## config.mk

```make
export PLATFORM = sky130hd
export DESIGN_NAME = yuyin_play_sched
export DESIGN_NICKNAME = d
export VERILOG_FILES = /design/src/rtl/yuyin_play_sched.sv
export SDC_FILE = /design/constraint.sdc
export NUM_CORES = 1
export LEC_CHECK = 0
export BUFFER_PORTS_ARGS = -buffer_cell sky130_fd_sc_hd__buf_2
export CAP_MARGIN = 20
export CELL_PAD_IN_SITES_DETAIL_PLACEMENT = 0
export CELL_PAD_IN_SITES_GLOBAL_PLACEMENT = 1
export CORE_MARGIN = 2
export CORE_UTILIZATION = 52
export DETAILED_ROUTE_END_ITERATION = 7
export GPL_TIMING_DRIVEN = 0
export PLACE_DENSITY = 0.91
export SLEW_MARGIN = 20
export SYNTH_ARGS = -nofsm -noshare
export SYNTH_HDL_FRONTEND = slang
export SYNTH_SLANG_ARGS = --single-unit
```

## constraint.sdc

```tcl
create_clock -name clk -period 3.96 [get_ports clk]
set_input_delay 0.792 -clock clk [delete_from_list [all_inputs] [get_ports clk]]
set_output_delay 0.792 -clock clk [all_outputs]
set_load 0.01 [all_outputs]
```

## src/rtl/yuyin_play_sched.sv

```systemverilog
// Voice-chip playback scheduler: queues parser voice requests and plays them in order.
// Optional macro VOICE_REPEAT_EN: each code-10 phrase is played twice back to back.
module yuyin_play_sched #(
    parameter int unsigned FIFO_DEPTH   = 4,
    parameter int unsigned START_CYCLES = 50000,
    parameter int unsigned BUSY_TIMEOUT = 5000000,
    parameter int unsigned GAP_CYCLES   = 2500000,
    parameter logic [6:0]  PROMPT_ADDR  = 7'h7E
) (
    input  logic                          clk,
    input  logic                          rst_n,
    input  logic [1:0]                    yuyin_one_en,
    input  logic [6:0]                    yuyin_addr,
    input  logic                          voice_busy,
    output logic [6:0]                    voice_addr,
    output logic                          voice_start,
    output logic                          sched_busy,
    output logic [$clog2(FIFO_DEPTH):0]   fifo_level,
    output logic                          ovf_pulse,
    output logic                          tmo_pulse
);

    localparam int unsigned AW     = $clog2(FIFO_DEPTH);
    localparam int unsigned LW     = AW + 1;
    localparam int unsigned MAX_SG = (START_CYCLES > GAP_CYCLES) ? START_CYCLES : GAP_CYCLES;
    localparam int unsigned MAXC   = (BUSY_TIMEOUT > MAX_SG) ? BUSY_TIMEOUT : MAX_SG;
    localparam int unsigned CW     = $clog2(MAXC + 1);
`ifdef VOICE_REPEAT_EN
    localparam int unsigned EW     = 8;
`else
    localparam int unsigned EW     = 7;
`endif

    typedef enum logic [2:0] {
        S_IDLE,
        S_START,
        S_WAIT_BUSY,
        S_PLAYING,
        S_GAP
    } state_t;

    logic [1:0]    r_en_d;
    logic          r_req_v;
    logic [EW-1:0] r_req_data;
    logic          r_vb_s1;
    logic          r_vb_s2;

    logic [EW-1:0] r_mem [FIFO_DEPTH];
    logic [AW-1:0] r_wr_ptr;
    logic [AW-1:0] r_rd_ptr;
    logic [LW-1:0] r_level;
    logic          r_ovf_pulse;

    state_t        r_state;
    logic [CW-1:0] r_cnt;
    logic [6:0]    r_voice_addr;
    logic          r_voice_start;
    logic          r_sched_busy;
    logic          r_tmo_pulse;
    logic          r_rep;

    logic          w_req;
    logic [EW-1:0] w_req_data;
    logic          w_full;
    logic          w_empty;
    logic          w_pop;
    logic          w_push;
    logic [EW-1:0] w_head;
    logic          w_head_rep;

    // Rising request: only a transition out of 00 counts, so held levels fire once.
    assign w_req = (r_en_d == 2'b00) && ((yuyin_one_en == 2'b01) || (yuyin_one_en == 2'b10));

`ifdef VOICE_REPEAT_EN
    assign w_req_data = (yuyin_one_en == 2'b10) ? {1'b1, yuyin_addr} : {1'b0, PROMPT_ADDR};
    assign w_head_rep = w_head[EW-1];
`else
    assign w_req_data = (yuyin_one_en == 2'b10) ? yuyin_addr : PROMPT_ADDR;
    assign w_head_rep = 1'b0;
`endif

    assign w_full  = (r_level == LW'(FIFO_DEPTH));
    assign w_empty = (r_level == '0);
    assign w_pop   = (r_state == S_IDLE) && !w_empty;
    assign w_push  = r_req_v && (!w_full || w_pop);
    assign w_head  = r_mem[r_rd_ptr];

    // Request edge detect and busy synchroniser.
    always_ff @(posedge clk or negedge rst_n) begin
        if (!rst_n) begin
            r_en_d     <= 2'b00;
            r_req_v    <= 1'b0;
            r_req_data <= '0;
            r_vb_s1    <= 1'b0;
            r_vb_s2    <= 1'b0;
        end else begin
            r_en_d     <= yuyin_one_en;
            r_req_v    <= w_req;
            r_req_data <= w_req_data;
            r_vb_s1    <= voice_busy;
            r_vb_s2    <= r_vb_s1;
        end
    end

    always_ff @(posedge clk) begin
        if (w_push) begin
            r_mem[r_wr_ptr] <= r_req_data;
        end
    end

    // Queue pointers and occupancy; a pop in the same cycle makes room for a push on full.
    always_ff @(posedge clk or negedge rst_n) begin
        if (!rst_n) begin
            r_wr_ptr    <= '0;
            r_rd_ptr    <= '0;
            r_level     <= '0;
            r_ovf_pulse <= 1'b0;
        end else begin
            r_ovf_pulse <= r_req_v && w_full && !w_pop;
            if (w_push) begin
                r_wr_ptr <= r_wr_ptr + AW'(1);
            end
            if (w_pop) begin
                r_rd_ptr <= r_rd_ptr + AW'(1);
            end
            case ({w_push, w_pop})
                2'b10:   r_level <= r_level + LW'(1);
                2'b01:   r_level <= r_level - LW'(1);
                default: r_level <= r_level;
            endcase
        end
    end

    // Playback sequencer; the counter is cleared on every state entry.
    always_ff @(posedge clk or negedge rst_n) begin
        if (!rst_n) begin
            r_state       <= S_IDLE;
            r_cnt         <= '0;
            r_voice_addr  <= '0;
            r_voice_start <= 1'b0;
            r_sched_busy  <= 1'b0;
            r_tmo_pulse   <= 1'b0;
            r_rep         <= 1'b0;
        end else begin
            r_tmo_pulse <= 1'b0;
            case (r_state)
                S_IDLE: begin
                    r_rep <= 1'b0;
                    if (w_pop) begin
                        r_state       <= S_START;
                        r_cnt         <= '0;
                        r_voice_addr  <= w_head[6:0];
                        r_voice_start <= 1'b1;
                        r_sched_busy  <= 1'b1;
                        r_rep         <= w_head_rep;
                    end
                end
                S_START: begin
                    if (r_cnt == CW'(START_CYCLES - 1)) begin
                        r_state       <= S_WAIT_BUSY;
                        r_cnt         <= '0;
                        r_voice_start <= 1'b0;
                    end else begin
                        r_cnt <= r_cnt + CW'(1);
                    end
                end
                S_WAIT_BUSY: begin
                    if (r_vb_s2) begin
                        r_state <= S_PLAYING;
                        r_cnt   <= '0;
                    end else if (r_cnt == CW'(BUSY_TIMEOUT - 1)) begin
                        r_state     <= S_GAP;
                        r_cnt       <= '0;
                        r_tmo_pulse <= 1'b1;
                        r_rep       <= 1'b0;
                    end else begin
                        r_cnt <= r_cnt + CW'(1);
                    end
                end
                S_PLAYING: begin
                    if (!r_vb_s2) begin
                        r_state <= S_GAP;
                        r_cnt   <= '0;
                    end
                end
                S_GAP: begin
                    if (r_cnt == CW'(GAP_CYCLES - 1)) begin
                        r_cnt <= '0;
                        if (r_rep) begin
                            r_state       <= S_START;
                            r_voice_start <= 1'b1;
                            r_rep         <= 1'b0;
                        end else begin
                            r_state      <= S_IDLE;
                            r_sched_busy <= 1'b0;
                        end
                    end else begin
                        r_cnt <= r_cnt + CW'(1);
                    end
                end
                default: begin
                    r_state       <= S_IDLE;
                    r_cnt         <= '0;
                    r_voice_start <= 1'b0;
                    r_sched_busy  <= 1'b0;
                    r_rep         <= 1'b0;
                end
            endcase
        end
    end

    assign voice_addr  = r_voice_addr;
    assign voice_start = r_voice_start;
    assign sched_busy  = r_sched_busy;
    assign fifo_level  = r_level;
    assign ovf_pulse   = r_ovf_pulse;
    assign tmo_pulse   = r_tmo_pulse;

endmodule

```

==> impl_metrics.json, run 1 <==
{
  "cts_resized": 0,
  "ys_warn_count": 0,
  "grt.overflow.total": 0,
  "grt_max_degree": 57,
  "dr.pass1.iters": 4,
  "synth_edf_count": 28,
  "grtUsageTotal_pct": 19.46,
  "dieArea_um2": 7874,
  "startpoint_type": "flop",
  "n_fill_cell": 561,
  "yosysTopAreaCell": "dfrtp_1",
  "muxShareOfSynthArea_pct": 6.903,
  "initial_core_util_pct": 54.35,
  "synthSimpleGateAreaFrac_pct": 16.55,
  "hold_violations": 0,
  "maxSlewViolCount": 0,
  "grt_pass1_vias": 2406,
  "clkTransAtPathRegs_ns": 0.08,
  "grt_pass1_wl_um": 11320,
  "hold_start": "r_vb_s1",
  "vias": 2376,
  "synth_fa_ha_area_share_pct": 2.882,
  "wl_um": 6596,
  "tns_ns": 0,
  "gp_routability_congestion": 0.7564,
  "outcome": "finished, final reports clean",
  "crit_required_ns": 4.24,
  "final_cell_mix": "56 x dfrtp_1, 31 x nor2_1, 28 x edfxtp_1",
  "synth_compound_area_share_pct": 6.769,
  "syn2layout_area_growth_pct": 12.37,
  "grt_setup_unrepaired": "no",
  "r2r_slack_ns": 0.95,
  "leakage_nw": 1.744,
  "end_kind": "flop",
  "crit-reg2reg-launch": "r_state[2]",
  "synth.distinct_cells": 50,
  "viasPerCell": 5.412,
  "irDropWorstVdd_mv": 0.3312,
  "core-area_um2": 6869,
  "hold_path.class": "flop to flop",
  "numPlacedInstances": 423,
  "cts_tree": "done",
  "wire_per_inst_um": 15.03,
  "antenna_found_initial": 0,
  "async_reset_ff_share_pct": 66.67,
  "max_slew_margin_pct": 52.65,
  "hold_depth": 0,
  "n_antenna_cell": 0,
  "yosys-top-cells-area": "dfrtp_1 38%, edfxtp_1 23%, mux4_2 4.2%",
  "clockRootBuffer": "clkbuf_8",
  "finalCritPeriodShare_pct": 76.07,
  "drive_gt1_share_pct": 20.12,
  "insertion_delay_ns": 0.35,
  "row_count": 30,
  "timing.rr.end": "fifo_level[2]",
  "drc_errors": 0,
  "stdcell_count": 439,
  "syn_area_per_cell_um2": 12.36,
  "synth_top_family_by_area": "simple AND/OR/NAND/NOR gates",
  "post-dp-hpwl_um": 4551,
  "die_h_um": 88.74,
  "hold_buffers": 0,
  "r2r_cells": 9,
  "ys_ff_latch": 84,
  "hold_end": "r_vb_s2",
  "synth.net_count": 322,
  "die_w_um": 88.74,
  "min_period_ns": 3.012,
  "numCtsBuffers": 9,
  "ant_nets": 0,
  "netlist_instances": 302,
  "synth_top_area_share_pct": 37.53,
  "drt_iter0_drc": 67,
  "numClockSinks": 84,
  "final_net_count": 358,
  "crit_type": "flop to flop",
  "ios": 26,
  "synth_xor_area_share_pct": 3.988,
  "layout_commonest_cell": "dfrtp_1",
  "tightest_slew_ns": 0.7102,
  "p_per_area_nw_per_um2": 514.9,
  "total_power_mw": 2.160,
  "synth-main-ff-cell": "dfrtp_1",
  "clock_skew_ns": 0.01069,
  "finalSetupViolCount": 0,
  "fmax_ghz": 0.3320,
  "io_buffer_count": 25,
  "worstPathArrival_ns": 3.29,
  "h-tree-depth": 3,
  "path_max_fanout": 10,
  "synth_area_um2": 3734,
  "maxCapViolations": 0,
  "clk_path_buf_depth": 2,
  "ys_seq_area_share_pct": 60.05,
  "postCtsSetupBuffers": 0
}
worst max-delay path: stages, from the launching register on:
cell	delay, ns
dfrtp_1	0.47
clkbuf_1	0.25
nor4_1	0.52
clkbuf_1	0.55
ha_1	0.31
inv_1	0.07
fa_1	0.37
xor2_1	0.15
nor2_1	0.11
xor2_1	0.14
layer usage:
layer	vias up	share of wire, %	track usage, %
met5	-	0	0
met4	0	1.2	9.780
met3	5	3.7	3.545
met2	38	48	30.73
met1	1178	47	26.02
li1	1155	-	-
worst max path at each step:
stage / from / endpoint / slack, ns / depth (start not counted)
finish: r_state[2] / fifo_level[2] / 0.95 / 9
global route: r_state[2] / fifo_level[2] / 0.64 / 9
CTS: r_state[2] / fifo_level[2] / 0.92 / 9
detailed placement: r_state[2] / fifo_level[2] / 0.94 / 9
global placement: r_state[2] / fifo_level[2] / 1.00 / 9
floorplan: r_cnt[11] / r_cnt[3] / 1.49 / 7
synthesized netlist by cell type (all sizes together) (2+ instances only):
library cell / n
ha: 7
inv: 15
or3: 4
or4: 4
a21oi: 8
nand4: 8
or3b: 3
nor2: 32
buf: 4
nor3: 7
xnor2: 8
or2: 2
nand3: 9
nand2b: 10
edfxtp: 28
a221o: 2
nor4: 5
a22o: 3
mux2: 8
o21ai: 10
a21o: 3
and3: 7
xor2: 9
clkbuf: 6
mux4: 7
and2: 5
nand2: 16
dfrtp: 56
logic make-up after synthesis:
kind of cell | after synthesis
multiplexers | 16
AO/OA/AOI/OAI | 35
buffers and inverters | 25
adder cells (fa/ha/maj) | 8
AND/OR/NAND/NOR | 117
XOR/XNOR | 17
flip-flops | 84
layout make-up:
cell class	instances	area (um2)	share of cell area (%)
Multi-Input combinational cell	193	1393	33.19
Clock inverter	7	82.58	1.968
Timing Repair Buffer	25	127.6	3.042
Inverter	15	56.30	1.342
Buffer	10	50.05	1.193
Sequential cell	84	2242	53.44
Clock buffer	9	123.9	2.953
Tap cell	96	120.1	2.863
where the power goes:
group	switching (mW)	total (mW)	internal, mW	leakage (nW)
clock	0.325	0.629	0.303	0.104
combinational	0.213	0.421	0.208	0.697
sequential	0.0924	1.11	1.02	0.943
stage by stage:
step	hold slack, ns	setup slack (ns)	utilization [%]	area [um2]
after floorplan	0.3312	1.494	-	3734
after global placement	0.3358	1.005	57.92	3979
after detailed placement	0.3450	0.9416	58.07	3989
after CTS	0.3643	0.9226	61.07	4195
after global routing	0.3680	0.6401	61.07	4195
final	0.3587	0.9476	61.07	4195
sequential cells by signal, indices dropped and copies added, names as in the netlist:
signal	flops
r_mem	28
r_cnt	23
r_req_data	7
voice_addr	7
fifo_level	3
r_state	3
r_en_d	2
r_rd_ptr	2
r_wr_ptr	2
ovf_pulse	1
r_req_v	1
r_vb_s1	1
r_vb_s2	1
sched_busy	1
tmo_pulse	1
voice_start	1
No activity file was read; power rests on OpenSTA's default activity.
==> run 2, diff against run 1 <==
--- a/config.mk
+++ b/config.mk
@@ -10,10 +10,10 @@
 export CELL_PAD_IN_SITES_DETAIL_PLACEMENT = 0
 export CELL_PAD_IN_SITES_GLOBAL_PLACEMENT = 1
 export CORE_MARGIN = 2
-export CORE_UTILIZATION = 52
+export CORE_UTILIZATION = 44
 export DETAILED_ROUTE_END_ITERATION = 7
 export GPL_TIMING_DRIVEN = 0
-export PLACE_DENSITY = 0.91
+export PLACE_DENSITY = 0.83
 export SLEW_MARGIN = 20
 export SYNTH_ARGS = -nofsm -noshare
 export SYNTH_HDL_FRONTEND = slang
==> constraint.sdc (replaced) <==
create_clock -name clk -period 2.65 [get_ports clk]
set_input_delay 0.53 -clock clk [delete_from_list [all_inputs] [get_ports clk]]
set_output_delay 0.53 -clock clk [all_outputs]
set_load 0.01 [all_outputs]
==> run 2 against run 1 <==
Effect of this change:
- clock skew decreased by 0.0026 ns
- global-route usage decreased by 2.5 points
- clock-buffer cell count unchanged
- hold slack got worse by 0.14 ns
- sequential cell count unchanged
- clock power increased by 45%
- total power increased by 50%
- highest routed layer unchanged
==> impl_metrics.json, run 2 (synthesis gave the netlist of run 1 again) <==
{
  "drt_iter0_drc": 128,
  "slowest_stage": "or4_1",
  "antenna_found_initial": 0,
  "startpoint": "r_cnt[11]",
  "drc_errors": 0,
  "critical_path_depth": 7,
  "regMostFlops": "r_mem",
  "timing.rr.end": "r_cnt[3]",
  "dieArea_um2": 9238,
  "initial_core_util_pct": 45.44,
  "leakage_nw": 1.765,
  "n_fill_cell": 719,
  "wire_per_inst_um": 15.32,
  "tns_ns": 0,
  "finalCritPeriodShare_pct": 94.88,
  "grt.overflow.total": 0,
  "startpoint_type": "flop",
  "hold_violations": 0,
  "gp_routability_congestion": 0.7789,
  "postLayoutCoreUtil_pct": 51.73,
  "maxSlewViolCount": 0,
  "syn2layout_area_growth_pct": 13.84,
  "clock_skew_ns": 0.008102,
  "io_buffer_count": 25,
  "end_kind": "flop",
  "cpLargestDelayFamily": "simple AND/OR/NAND/NOR gates",
  "final_cell_mix": "54 x dfrtp_1, 31 x nor2_1, 28 x edfxtp_1",
  "dr.pass1.iters": 4,
  "grt_pass1_wl_um": 11530,
  "hold_path.class": "primary input to asynchronous set/reset pin",
  "path_max_fanout": 10,
  "largest_reg_flops": 28,
  "ios": 26,
  "r2r_slack_ns": 0.14,
  "tightest_slew_ns": 0.7480,
  "grt_max_degree": 57,
  "insertion_delay_ns": 0.35,
  "clkTransAtPathRegs_ns": 0.09,
  "dp_slack_ns": -0.2921,
  "h-tree-depth": 3,
  "hold_buffers": 0,
  "numClockSinks": 84,
  "fmax_ghz": 0.3977,
  "numCtsBuffers": 9,
  "worstPathArrival_ns": 2.76,
  "die_h_um": 96.12,
  "ant_nets": 0,
  "min_period_ns": 2.514,
  "r2r_cells": 7,
  "grtUsageTotal_pct": 16.93,
  "n_antenna_cell": 0,
  "path_buf_inv": 1,
  "max_stage_delay_ns": 0.55,
  "p_per_area_nw_per_um2": 761.1,
  "crit_required_ns": 2.90,
  "viasPerCell": 5.343,
  "endpoint": "r_cnt[3]",
  "vias": 2415,
  "crit-reg2reg-launch": "r_cnt[11]",
  "path_cells": "or4_1, or4_4, o41ai_4, a21boi_2, buf_6, a21o_1, a22o_1",
  "drive_gt1_share_pct": 22.19,
  "wl_um": 6926,
  "die_w_um": 96.12,
  "crit_type": "flop to flop",
  "post-dp-hpwl_um": 4672,
  "clockRootBuffer": "clkbuf_8",
  "row_count": 33,
  "postLayoutSetupSlackWorst_ns": 0.1356,
  "core-area_um2": 8217,
  "grt_setup_unrepaired": "yes",
  "finalSetupViolCount": 0,
  "max_slew_margin_pct": 50.13,
  "grt_pass1_vias": 2383,
  "clk_path_buf_depth": 2,
  "cts_tree": "done",
  "layout_commonest_cell": "dfrtp_1",
  "reg_top3": "r_mem x28, r_cnt x23",
  "final_net_count": 362,
  "maxCapViolations": 0,
  "outcome": "finished, final reports clean",
  "irDropWorstVdd_mv": 0.4858
}
==> run 2: cell count changes in the layout (fill, tap and decap cells not counted), moves of 2 or more <==
cell	before	now
buf_4	2	5
inv_8	2	0
clkinv_4	0	2
dfrtp_2	0	2
dfrtp_1	56	54
==> run 2: worst min path at each step <==
stage / start / slack [ns] / cells past startpoint / end
6_report: rst_n / 0.22 / 1 / r_en_d[0]
3_5_place_dp: r_vb_s1 / 0.35 / 0 / r_vb_s2
2_1_floorplan: rst_n / 0.23 / 0 / fifo_level[0]
3_3_place_gp: r_vb_s1 / 0.34 / 0 / r_vb_s2
4_1_cts: rst_n / 0.25 / 1 / r_en_d[0]
5_1_grt: voice_busy / 0.25 / 1 / r_vb_s1
==> run 2: power by group <==
| group | switching, mW | internal [mW] | total (mW) |
|---|---|---|---|
| clock network | 0.472 | 0.441 | 0.912 |
| registers | 0.136 | 1.52 | 1.66 |
| logic | 0.337 | 0.328 | 0.665 |
==> run 2: final cells by class <==
cell class / count / area, um2 / share of cell area [%]
Sequential cell: 84 / 2245 / 52.81
Inverter: 15 / 56.30 / 1.325
Multi-Input combinational cell: 193 / 1405 / 33.06
Clock buffer: 9 / 123.9 / 2.914
Buffer: 10 / 57.56 / 1.354
Clock inverter: 7 / 73.82 / 1.737
Timing Repair Buffer: 29 / 157.7 / 3.709
Tap cell: 105 / 131.4 / 3.091
==> run 2: through the flow <==
stage | cells | cell area (um2) | power [mW] | hold slack, ns
after floorplan | 302 | 3734 | 2.116 | 0.2344
after CTS | 448 | 4209 | 3.241 | 0.2494
after global placement | 432 | 3990 | 2.303 | 0.3369
after detailed placement | 432 | 4000 | 2.329 | 0.3464
final | 452 | 4250 | 3.235 | 0.2181
after global routing | 452 | 4250 | 3.443 | 0.2528
==> run 2: layer usage <==
layer | GRT usage, % | routed length, um | vias to the layer above
li1 | - | - | 1160
met1 | 22.25 | 3215 | 1202
met2 | 27.14 | 3355 | 44
met3 | 5.090 | 268 | 9
met4 | 5.119 | 86 | 0
met5 | 0 | 0 | -
==> run 2: what timing repair did <==
item,4_1_cts,5_1_grt
buffers inserted,0,4
endpoints found under the setup margin,11,20
resized for setup,4,3
pin swaps,0,2
gates cloned,0,0
==> run 3, diff against run 2 <==
--- a/config.mk
+++ b/config.mk
@@ -5,15 +5,16 @@
 export SDC_FILE = /design/constraint.sdc
 export NUM_CORES = 1
 export LEC_CHECK = 0
+export ABC_AREA = 1
 export BUFFER_PORTS_ARGS = -buffer_cell sky130_fd_sc_hd__buf_2
 export CAP_MARGIN = 20
 export CELL_PAD_IN_SITES_DETAIL_PLACEMENT = 0
 export CELL_PAD_IN_SITES_GLOBAL_PLACEMENT = 1
 export CORE_MARGIN = 2
-export CORE_UTILIZATION = 44
+export CORE_UTILIZATION = 42
 export DETAILED_ROUTE_END_ITERATION = 7
 export GPL_TIMING_DRIVEN = 0
-export PLACE_DENSITY = 0.83
+export PLACE_DENSITY = 0.84
 export SLEW_MARGIN = 20
 export SYNTH_ARGS = -nofsm -noshare
 export SYNTH_HDL_FRONTEND = slang
==> run 3 against run 2 <==
Effect of this change:
- die area rose by 16%
- synthesized area rose by 11%
- global-route usage rose by 0.70 points
- first-iteration DRC count rose by 3.9%
- combinational power rose by 130%
- register-to-register slack improved by 0.06 ns
- critical path depth rose by 3
- cell count rose by 42%
- sequential power barely moved
- final area rose by 9.7%
- largest power group unchanged
==> impl_metrics.json, run 3 <==
{
  "outcome": "finished, final reports clean",
  "startpoint_type": "flop",
  "drt_iter0_drc": 133,
  "worstPathArrival_ns": 2.71,
  "numPlacedInstances": 627,
  "r2r_slack_ns": 0.20,
  "finalSetupViolCount": 0,
  "synth.distinct_cells": 31,
  "vias": 3088,
  "synth.net_count": 489,
  "r2r_cells": 10,
  "core-area_um2": 9684,
  "ys_ff_latch": 84,
  "ant_nets": 0,
  "clk_path_buf_depth": 2,
  "drc_errors": 0,
  "antenna_found_initial": 0,
  "drive_gt1_share_pct": 15.88,
  "dr.pass1.iters": 6,
  "irDropWorstVdd_mv": 0.3842,
  "combPwrFrac_pct": 36.6,
  "timing.rr.end": "fifo_level[2]",
  "grt_pass1_wl_um": 14260,
  "syn_area_per_cell_um2": 8.846,
  "syn2layout_area_growth_pct": 12.33,
  "wl_um": 8396,
  "die_h_um": 103.4,
  "tightest_slew_ns": 0.7250,
  "grt_pass1_vias": 3003,
  "end_kind": "flop",
  "p_per_area_nw_per_um2": 895.0,
  "netSwitchingFraction_pct": 38.25,
  "crit_required_ns": 2.90,
  "maxCapViolations": 0,
  "n_fill_cell": 930,
  "io_buffer_count": 25,
  "path_buf_inv": 2,
  "slowest_stage": "dfrtp_1",
  "gp_routability_congestion": 0.8378,
  "grt_max_degree": 57,
  "path_max_fanout": 10,
  "reg_top3": "r_mem x28, r_cnt x23",
  "wire_per_inst_um": 13.06,
  "die_w_um": 103.4,
  "maxSlewViolCount": 0,
  "ys_seq_area_share_pct": 54.04,
  "yosysTopAreaCell": "dfrtp_1",
  "clock_skew_ns": 0.01609,
  "viasPerCell": 4.802,
  "synth-main-ff-cell": "dfrtp_1",
  "postLayoutSetupSlackWorst_ns": 0.1977,
  "regMostFlops": "r_mem",
  "fmax_ghz": 0.4078,
  "numCtsBuffers": 9,
  "synth_top_area_share_pct": 33.78,
  "synth_area_um2": 4149,
  "clockRootBuffer": "clkbuf_8",
  "final_cell_mix": "88 x nand2_1, 87 x nor2_1, 56 x dfrtp_1",
  "max_stage_delay_ns": 0.47,
  "finalCritPeriodShare_pct": 92.54,
  "cpLargestDelayFamily": "adder cells",
  "stdcell_count": 643,
  "dp_slack_ns": 0.09005,
  "hold_violations": 0,
  "path_cells": "nor2_2, nand2_4, nor2_4, buf_2, ha_1, inv_1, fa_1, a21oi_1, o21ai_0, xor2_1",
  "final_net_count": 525,
  "leakage_nw": 2.022,
  "async_reset_ff_share_pct": 66.67,
  "crit_type": "flop to flop",
  "ys_warn_count": 0,
  "max_slew_margin_pct": 51.67,
  "clkTransAtPathRegs_ns": 0.10,
  "yosys-top-cells-area": "dfrtp_1 34%, edfxtp_1 20%, nand2_1 8.0%",
  "hold_buffers": 0,
  "crit-reg2reg-launch": "r_state[1]",
  "n_antenna_cell": 0,
  "power_switching_mw": 1.596,
  "numClockSinks": 84,
  "p_seq_share_pct": 39.9,
  "cts_tree": "done",
  "netlist_instances": 469,
  "row_count": 36,
  "h-tree-depth": 3,
  "min_period_ns": 2.452,
  "tns_ns": 0,
  "grt_setup_unrepaired": "no",
  "ios": 26,
  "fin_hold_ws_ns": 0.2220,
  "netlist_top_cells_count": "88 x nand2_1, 87 x nor2_1, 56 x dfrtp_1",
  "grtUsageTotal_pct": 17.63,
  "synth_edf_count": 28,
  "p_clk_share_pct": 23.6,
  "insertion_delay_ns": 0.37,
  "yosysMostFrequentCell": "nand2_1",
  "p_int_mw": 2.576,
  "grt.overflow.total": 0,
  "layout_commonest_cell": "nand2_1",
  "initial_core_util_pct": 42.84,
  "post-dp-hpwl_um": 6192,
  "dieArea_um2": 10690,
  "hold_path.class": "primary input to asynchronous set/reset pin",
  "largest_reg_flops": 28
}
## run 3: metrics by stage
stage | cell area, um2 | util [%] | power, mW
6_report | 4661 | 48.13 | 4.171
5_1_grt | 4661 | 48.13 | 4.509
4_1_cts | 4656 | 48.07 | 4.200
3_5_place_dp | 4443 | 45.88 | 3.214
3_3_place_gp | 4441 | 45.85 | 3.158
2_1_floorplan | 4149 | - | 2.794
## run 3: worst max-delay path by stage
stage	cells past startpoint	slack, ns	to	start
finish	10	0.20	fifo_level[2]	r_state[1]
global route	10	0.07	fifo_level[2]	r_state[1]
CTS	10	0.08	fifo_level[2]	r_state[1]
detailed placement	10	0.09	fifo_level[2]	r_state[1]
global placement	10	0.18	fifo_level[2]	r_state[1]
floorplan	10	0.44	fifo_level[2]	r_state[1]
## run 3: area by class of cell
| class | instances | area (um2) | share of cell area, % |
|---|---|---|---|
| plain buffers | 9 | 81.33 | 1.745 |
| clock buffers | 10 | 137.6 | 2.953 |
| clock inverters | 6 | 75.07 | 1.611 |
| inverters | 61 | 231.5 | 4.966 |
| multi-input cells | 315 | 1599 | 34.31 |
| flip-flops and latches | 84 | 2242 | 48.11 |
| well taps | 133 | 166.4 | 3.570 |
| repair buffers | 25 | 127.6 | 2.738 |
## run 3: per-layer routing
| metal | vias to the layer above | track usage, % | wire length [um] |
|---|---|---|---|
| met5 | - | 0 | 0 |
| met4 | 0 | 5.668 | 76 |
| met3 | 7 | 5.376 | 277 |
| met2 | 51 | 28.73 | 4110 |
| met1 | 1448 | 22.52 | 3932 |
| li1 | 1582 | - | - |
## run 3: power by group through the flow
stage	clock network (mW)	logic (mW)	registers [mW]
finish	0.984	1.52	1.66
global route	1.07	1.74	1.70
CTS	1.01	1.53	1.66
detailed placement	0	1.52	1.69
global placement	0	1.48	1.68
floorplan	0	1.08	1.72
## run 3: kinds of logic after synthesis
group,count (synthesis),synth area share (%)
DFF,84,54.04
xor gates and xnor gates,14,2.955
buffers and inverters,70,7.539
adders and majority gates,8,2.593
AOI/OAI and AO/OA,40,5.097
and+or+nand+nor,253,27.77
## run 3: what timing repair did
| action | CTS | global route |
|---|---|---|
| setup buffers | 0 | 0 |
| setup endpoints to repair | 0 | 1 |
| resized for setup | 0 | 1 |
